**src/rtl/rv_core_pkg.sv**
```systemverilog
// rv_core_pkg: shared core widths, fetch FSM encoding and the fetch-entry layout
package rv_core_pkg;
    localparam int XLEN = 32;
    localparam int ILEN = 32;
    localparam logic [ILEN-1:0] NOP_INSTR = 32'h0000_0013;
    localparam logic [1:0] S_IDLE    = 2'd0;
    localparam logic [1:0] S_WAIT    = 2'd1;
    localparam logic [1:0] S_DISCARD = 2'd2;
    typedef struct packed {
        logic [XLEN-1:0] pc;
        logic [ILEN-1:0] instr;
        logic            fault;
    } fetch_entry_t;
endpackage

```
**src/rtl/fetch_fifo.sv**
```systemverilog
// fetch_fifo: instruction buffer with flush and a registered head entry
module fetch_fifo #(
    parameter int DEPTH = 4,
    parameter int WIDTH = 65
) (
    input  logic                   clk,
    input  logic                   rst_n,
    input  logic                   i_flush,
    input  logic                   i_push,
    input  logic [WIDTH-1:0]       i_din,
    input  logic                   i_pop,
    output logic [$clog2(DEPTH):0] o_count,
    output logic                   o_valid,
    output logic [WIDTH-1:0]       o_dout
);
    localparam int AW = $clog2(DEPTH);
    localparam logic [AW:0] FULL = (AW+1)'(DEPTH);
    logic [WIDTH-1:0] r_mem [DEPTH];
    logic [AW-1:0]    r_rd, r_wr, w_rd_next;
    logic [AW:0]      r_count, w_left, w_next;
    logic             r_valid, w_pop, w_push;
    logic [WIDTH-1:0] r_dout;
    assign w_pop     = i_pop && r_count != '0;
    assign w_push    = i_push && (r_count != FULL || w_pop);
    assign w_left    = r_count - (AW+1)'(w_pop);
    assign w_next    = w_left + (AW+1)'(w_push);
    assign w_rd_next = r_rd + AW'(w_pop);
    assign o_count   = r_count;
    assign o_valid   = r_valid;
    assign o_dout    = r_dout;
    // The head register tracks the entry that will be at the read pointer after this edge.
    always_ff @(posedge clk or negedge rst_n) begin
        if (!rst_n) begin
            r_rd    <= '0;
            r_wr    <= '0;
            r_count <= '0;
            r_valid <= 1'b0;
            r_dout  <= '0;
        end else if (i_flush) begin
            r_rd    <= '0;
            r_wr    <= '0;
            r_count <= '0;
            r_valid <= 1'b0;
        end else begin
            if (w_push) r_wr <= r_wr + AW'(1'b1);
            r_rd    <= w_rd_next;
            r_count <= w_next;
            r_valid <= w_next != '0;
            if (w_next != '0) r_dout <= (w_left == '0) ? i_din : r_mem[w_rd_next];
        end
    end
    always_ff @(posedge clk) begin
        if (w_push && !i_flush) r_mem[r_wr] <= i_din;
    end
endmodule

```
**src/rtl/instruction_fetch_unit.sv**
```systemverilog
// instruction_fetch_unit: PC, single-outstanding imem fetch FSM and decoder-facing buffer
module instruction_fetch_unit
    import rv_core_pkg::*;
#(
    parameter logic [XLEN-1:0] RESET_PC   = 32'h0000_0000,
    parameter int              FIFO_DEPTH = 4
) (
    input  logic            clk,
    input  logic            rst_n,
    input  logic            redirect_valid,
    input  logic [XLEN-1:0] redirect_pc,
    output logic            imem_req,
    output logic [XLEN-1:0] imem_addr,
    input  logic            imem_gnt,
    input  logic            imem_rvalid,
    input  logic [ILEN-1:0] imem_rdata,
    input  logic            imem_err,
    output logic            if_valid,
    input  logic            if_ready,
    output logic [ILEN-1:0] if_instr,
    output logic [XLEN-1:0] if_pc,
    output logic            if_fault
);
    localparam int AW = $clog2(FIFO_DEPTH);
    logic [1:0]      r_state;
    logic [XLEN-1:0] r_pc, r_out_pc;
    logic [AW:0]     w_count;
    logic            w_credit, w_gnt, w_push, w_pop;
    fetch_entry_t    w_din, w_dout;
    // A word returning this cycle frees its outstanding slot but takes a FIFO slot, so the sum is unchanged.
    assign w_credit  = ({1'b0, w_count} + (AW+2)'(r_state != S_IDLE)) < (AW+2)'(FIFO_DEPTH);
    assign imem_req  = rst_n && !redirect_valid && w_credit &&
                       (r_state == S_IDLE || (r_state == S_WAIT && imem_rvalid));
    assign imem_addr = r_pc;
    assign w_gnt     = imem_req && imem_gnt;
    assign w_push    = r_state == S_WAIT && imem_rvalid && !redirect_valid;
    assign w_pop     = if_valid && if_ready;
    assign w_din     = '{pc: r_out_pc, instr: imem_err ? NOP_INSTR : imem_rdata, fault: imem_err};
    assign if_instr  = w_dout.instr;
    assign if_pc     = w_dout.pc;
    assign if_fault  = w_dout.fault;
    always_ff @(posedge clk or negedge rst_n) begin
        if (!rst_n) begin
            r_state  <= S_IDLE;
            r_pc     <= RESET_PC;
            r_out_pc <= '0;
        end else if (redirect_valid) begin
            r_pc    <= {redirect_pc[XLEN-1:2], 2'b00};
            r_state <= (r_state != S_IDLE && !imem_rvalid) ? S_DISCARD : S_IDLE;
        end else if (w_gnt) begin
            r_pc     <= r_pc + 32'd4;
            r_out_pc <= r_pc;
            r_state  <= S_WAIT;
        end else if (imem_rvalid && r_state != S_IDLE) begin
            r_state <= S_IDLE;
        end
    end
    fetch_fifo #(.DEPTH(FIFO_DEPTH), .WIDTH($bits(fetch_entry_t))) u_fifo (
        .clk     (clk),
        .rst_n   (rst_n),
        .i_flush (redirect_valid),
        .i_push  (w_push),
        .i_din   (w_din),
        .i_pop   (w_pop),
        .o_count (w_count),
        .o_valid (if_valid),
        .o_dout  (w_dout)
    );
endmodule

```
**config.mk**
```make
export PLATFORM = sky130hd
export DESIGN_NAME = instruction_fetch_unit
export DESIGN_NICKNAME = d
export VERILOG_FILES = /design/src/rtl/rv_core_pkg.sv /design/src/rtl/fetch_fifo.sv /design/src/rtl/instruction_fetch_unit.sv
export SDC_FILE = /design/constraint.sdc
export NUM_CORES = 1
export LEC_CHECK = 0
export BUFFER_PORTS_ARGS = -buffer_cell sky130_fd_sc_hd__buf_4
export CAP_MARGIN = 30
export CORE_ASPECT_RATIO = 0.5
export CORE_MARGIN = 2
export CORE_UTILIZATION = 56
export CTS_CLUSTER_SIZE = 16
export DETAILED_ROUTE_END_ITERATION = 12
export GPL_TIMING_DRIVEN = 0
export MAX_ROUTING_LAYER = met4
export PLACE_DENSITY = 0.76
export SETUP_SLACK_MARGIN = 0.5
export SYNTH_ARGS = -nofsm -noshare
export SYNTH_HDL_FRONTEND = slang
export SYNTH_SLANG_ARGS = --single-unit
```
**constraint.sdc**
```tcl
create_clock -name clk -period 3.6 [get_ports clk]
set_clock_uncertainty 0.2 [all_clocks]
set_input_delay 0.36 -clock clk [delete_from_list [all_inputs] [get_ports clk]]
set_output_delay 0.36 -clock clk [all_outputs]
set_load 0.01 [all_outputs]
```
Word level (Yosys, flattened, before mapping)
Memories as Yosys holds them, arrays and structs flattened.
Index checks and enable logic that the tools add are counted.

storage, ports and cells
  bits in registers = 139
  RAM bits = 260
  input bits = 71
  output and inout port bits = 99
  word-level logic and storage cells = 60
  memories = 1

operators by class
  add/subtract/negate cells = 6
  $lt $le $gt $ge = 1
  eq/ne operators = 2
  mux-type cells = 15
  bitwise logic cells = 1
  reduce and logical (&&, ||, !) cells = 26

memories
  name          words  bits a word  rd ports  clocked after memory_dff  wr ports  RTL line          source
  u_fifo.r_mem  4      65           1         0                         1         fetch_fifo.sv:18  logic [WIDTH-1:0] r_mem [DEPTH];

operator list
  operator                                              count
  2-to-1 mux 32 bit                                     3
  2-to-1 mux 65 bit                                     1
  adder 32 x 3 -> 32 bit (second input constant)        1
  2-to-1 mux 2 bit                                      7
  logical AND 1 bit                                     12
  nonzero test 3 bit                                    3
  nonzero test 2 bit                                    3
  adder 3 x 1 -> 4 bit                                  1
  < comparator 4 x 3 -> 1 bit (second input constant)   1
  AND reduction 2 bit                                   2
  adder 3 x 1 -> 3 bit                                  1
  zero test 3 bit                                       1
  2-to-1 mux 1 bit                                      3
  2-to-1 mux 3 bit                                      1
  inequality test 3 bit (second input constant)         1
  subtractor 3 x 1 -> 3 bit                             1
  adder 2 x 1 -> 2 bit                                  1
  adder 2 x 1 -> 2 bit (second input constant)          1
  equality test 2 x 1 -> 1 bit (second input constant)  1
  zero test 1 bit                                       2
  zero test 2 bit                                       1
  logical OR 1 bit                                      2
  NOT 1 bit                                             1

Longest topological paths before layout
  word-level depth = 8
  mapped depth = 13
  mapped depth without buffers = 11

Modules after synthesis
Synthesis repeated with hierarchy kept, for this count alone.

second synthesis, totals
  cell total of the unflattened synthesis = 1120
  area, all modules = 16014.1 µm²

modules (own cells, without submodules)
  module                  instances  cells an instance  area each (µm²)  seq. area each (µm²)
  fetch_fifo              1          741                12754.7          9634.2
  instruction_fetch_unit  1          379                3259.4           1551.5

Worst setup path before layout
OpenSTA, ideal clock, no wires.

  kind = input-to-reg
  start = input port redirect_valid
  end = memory u_fifo.r_mem[1][0], enable pin
  library setup time = 0.428 ns
  data arrival time = 2.657 ns
  data required time = 2.972 ns
  setup slack = 0.316 ns
  stages = 5
  path buffers = 1
  cells stage by stage = clkbuf_1 -> inv_1 -> nand4b_1 -> a21oi_1 -> and2_1

on the way
  cells in the longest elaborated chain, start to end = 6

RTL lines
  what                                      RTL line                                        source
  start: declaration                        instruction_fetch_unit.sv:10                    input logic redirect_valid,
  zero test 1 bit *                         fetch_fifo.sv:53, instruction_fetch_unit.sv:36
  logical AND 1 bit                         instruction_fetch_unit.sv:36                    assign w_push = r_state == S_WAIT && imem_rvalid && !redirect_valid;
  logical AND 1 bit                         fetch_fifo.sv:24                                assign w_push = i_push && (r_count != FULL || w_pop);
  logical AND 1 bit *                       fetch_fifo.sv:53                                if (w_push && !i_flush) r_mem[r_wr] <= i_din;
  2-to-1 mux 1 bit *                        fetch_fifo.sv:53
  2-to-1 mux 1 bit (implied by the code) *  fetch_fifo.sv:53
  end: declaration                          fetch_fifo.sv:18

Mark *: on every way between the ends. The rest lies on a longest branch, timed or not.

Worst setup path in the final report
  start = register u_fifo.r_count[1] (netlist: u_fifo.o_count[1])
  end = register u_fifo.r_dout[47] (netlist: u_fifo.o_dout[47])

on the way
  cells in the longest elaborated chain, start to end = 7
  elaborated cells between the ends (all ways) = 13
  those cells by class = add/sub (3); eq/ne (1); mux (1); reduce/logical (7); memory (1)

RTL lines
  what                                                               RTL line          source
  start: declaration                                                 fetch_fifo.sv:20  logic [AW:0] r_count, w_left, w_next;
  start signal: assignment                                           fetch_fifo.sv:47  r_count <= w_next;
  branches (longest 7 deep; another with subtractor 3 x 1 -> 3 bit)  -
  end signal: assignment                                             fetch_fifo.sv:49  if (w_next != '0) r_dout <= (w_left == '0) ? i_din : r_mem[w_rd_next];
  end: declaration                                                   fetch_fifo.sv:22  logic [WIDTH-1:0] r_dout;

Several ways; the timed one is not identified.
A chain may end at the register's enable or synchronous reset.

==> results.yml <==
yosys:
  synthCells: 1553
  yosysWarnings: 0
  synthFlopType: "edfxtp_1"
  synth_common_cells: "nand2_1 (313), edfxtp_1 (252), nand3_1 (142)"
  synth_edf_count: 252
  yosys-top-cells-area: "edfxtp_1 (42%), dfrtp_1 (19%), nand2_1 (6.6%)"
  seq_area_frac_synth: 0.608
  syn_area_sq_um: 17900
  syn_avg_cell_area_sq_um: 11.5
  synth_seq_cells: 385
  synth_top_cell_area_share: 0.422
  synth_async_sr_flop_share: 0.345
  synth.distinct_cells: 62
  synth_most_common_cell: "nand2_1"
  synth_area_leader_cell: "edfxtp_1"
timing:
  drv_slew: 0
  worst_pin_slew_ps: 751
  hold_violations: 0
  fmax_mhz: 319
  rsz0062_at_grt: "true"
  tns_ps: 0
  finalCriticalPeriod_ps: 3140
  fin_crit_sh: 0.871
  max_slew_margin: 0.499
  finalSetupViolCount: 0
min_path:
  whs_path_depth: 2
  hp-class: "in -> reg"
critical_path:
  worstPathArrival_ps: 3400
  cp-start-kind: "flip-flop"
  worstPathMaxFanout: 6
  cp.required_ps: 3860
  r2r_slack_ps: 460
  reg2reg_depth: 13
  path_class: "reg -> reg"
  worstSetupEndpointType: "flip-flop"
grt:
  use_met1: 0.445
  grt_max_degree: 68
  met2_usage: 0.556
  antenna_found_initial: 0
  use_met3: 0.0760
  first_global_vias: 15700
  top_usage_layer: "met2"
  grt_pass1_wl_mm: 87.5
  grt_remaining_overflow: 0
  grt.total_usage: 0.349
pwr:
  power_leakage_nw: 8.63
  p_per_area_nw_per_um2: 487
  ir_worst_vdd_mv: 0.259
finish:
  drive_above_1_share: 0.211
  antenna_cells: 0
  nets: 1901
  final_area_sq_um: 22500
  fin_cells: 2280
  syn2layout_area_growth_pct: 25.6
placement:
  place_hpwl_mm: 35.7
  place_inst: 2156
  place_congestion: 0.884
  place_area_sq_um: 19800
  port_buffers: 163
drt:
  drt_iter0_markers: 2393
  vias_per_cell: 6.93
  drt_pass1_iterations: 6
  vias: 15800
  route.antenna.remaining_nets: 0
  routedWlPerCell_microns: 25.7
  drc: 0
  routed_wirelength_mm: 58.7
floorplanning:
  ios: 170
  die_w_microns: 257
  floorplan.initialDensity: 0.567
  core_sq_um: 31600
  dieArea_sq_um: 33500
  fp-row-count: 46
  die_y_microns: 130
clocking:
  cts_sinks: 385
  h-tree-depth: 2
  numCtsBuffers: 36
  path_clk_slew_ps: 60
  cts_root_buf: "clkbuf_16"
  cts_tree: "yes"
  clkLatencyLatePin_ps: 540
  cts_buffer_depth: 3
flow_run:
  maxCapViolations: 0
status:
  status: "completed"
final cells by class:
type | count | area, sq um
multi-input combinational | 1025 | 6960
inverter | 11 | 43.8
tap | 432 | 541
clock inverter | 12 | 169
timing repair buffer | 228 | 2080
sequential | 385 | 10900
clock buffer | 52 | 1020
fill | 2061 | 9090
buffer | 135 | 791
cell families after synthesis:
| logic type | Yosys count | share of synthesized area |
|---|---|---|
| fa+ha+maj | 8 | 0.00559 |
| xor+xnor | 10 | 0.00566 |
| flops | 385 | 0.608 |
| compound gates | 387 | 0.182 |
| other cells | 1 | 0.000209 |
| simple gates | 612 | 0.160 |
| buf+inv | 146 | 0.0350 |
| mux | 4 | 0.00293 |
report_power, final:
group,total [mW],switching (mW),internal (mW)
Clock,3.99,1.71,2.27
Combinational,1.36,0.606,0.759
Sequential,5.62,0.436,5.18
Total,11.0,2.76,8.21
sequential cells by signal, summed over array words and instances, names as in the netlist:
| name | flops |
|---|---|
| imem_addr | 30 |
| u_fifo.o_dout | 63 |
| u_fifo.o_valid | 1 |
| u_fifo.o_count | 3 |
| u_fifo.r_rd | 2 |
| r_out_pc | 30 |
| u_fifo.r_mem | 252 |
| r_state | 2 |
| u_fifo.r_wr | 2 |
layer usage:
layer,routed length (microns),vias up
met5,0,-
met4,2060,0
met3,7400,229
met2,27500,1276
met1,21800,7765
li1,-,6535
worst max-delay path, cell delays in order (launching register included):
cell,delay (ps)
dfrtp_2,470
o211ai_1,310
nor2_1,100
ha_1,310
inv_1,70
ha_2,170
xnor3_1,240
a21o_4,250
inv_4,80
nand2_8,60
buf_12,180
clkbuf_8,170
a311oi_4,250
a221o_1,170
worst paths after layout:
kind,start,to
max reg2reg,u_fifo.o_count[1],u_fifo.o_dout[47]
min reg2reg,u_fifo.o_dout[28],u_fifo.o_dout[28]
max in group asynchronous,rst_n,u_fifo.o_dout[21]
max,u_fifo.o_count[1],u_fifo.o_dout[47]
min in group asynchronous,rst_n,imem_addr[29]
min,imem_rdata[5],u_fifo.r_mem[0][6]
layout by cell type (no fill, tap or decap), types with 41 or more instances in the layout:
cell / count
buf_4: 182
and3_1: 68
a221o_1: 63
dfrtp_1: 132
clkbuf_16: 46
o2bb2ai_1: 62
a221oi_1: 61
clkbuf_1: 68
o21a_1: 63
edfxtp_1: 252
buf_2: 41
nand2_1: 312
nand3_1: 142
timing repair:
item | CTS | global route
resized for setup | 83 | 66
endpoints found under the setup margin | 63 | 63
hold endpoints to repair | 115 | 0
setup buffers | 5 | 10
pin swaps | 4 | 3
gates cloned | 4 | 4
hold buffers | 37 | 0
per-stage QoR:
stage | hold WS (ps) | utilization | setup slack [ps] | power (mW)
4_1_cts | 3.01 | 0.695 | 498 | 10.9
3_5_place_dp | 244 | 0.627 | -623 | 6.98
2_1_floorplan | -136 | - | 604 | 6.13
6_report | 66.8 | 0.712 | 463 | 11.0
5_1_grt | 71.0 | 0.712 | 345 | 11.3
3_3_place_gp | 298 | 0.623 | -483 | 6.92
No activity file was read; power rests on OpenSTA's default activity.
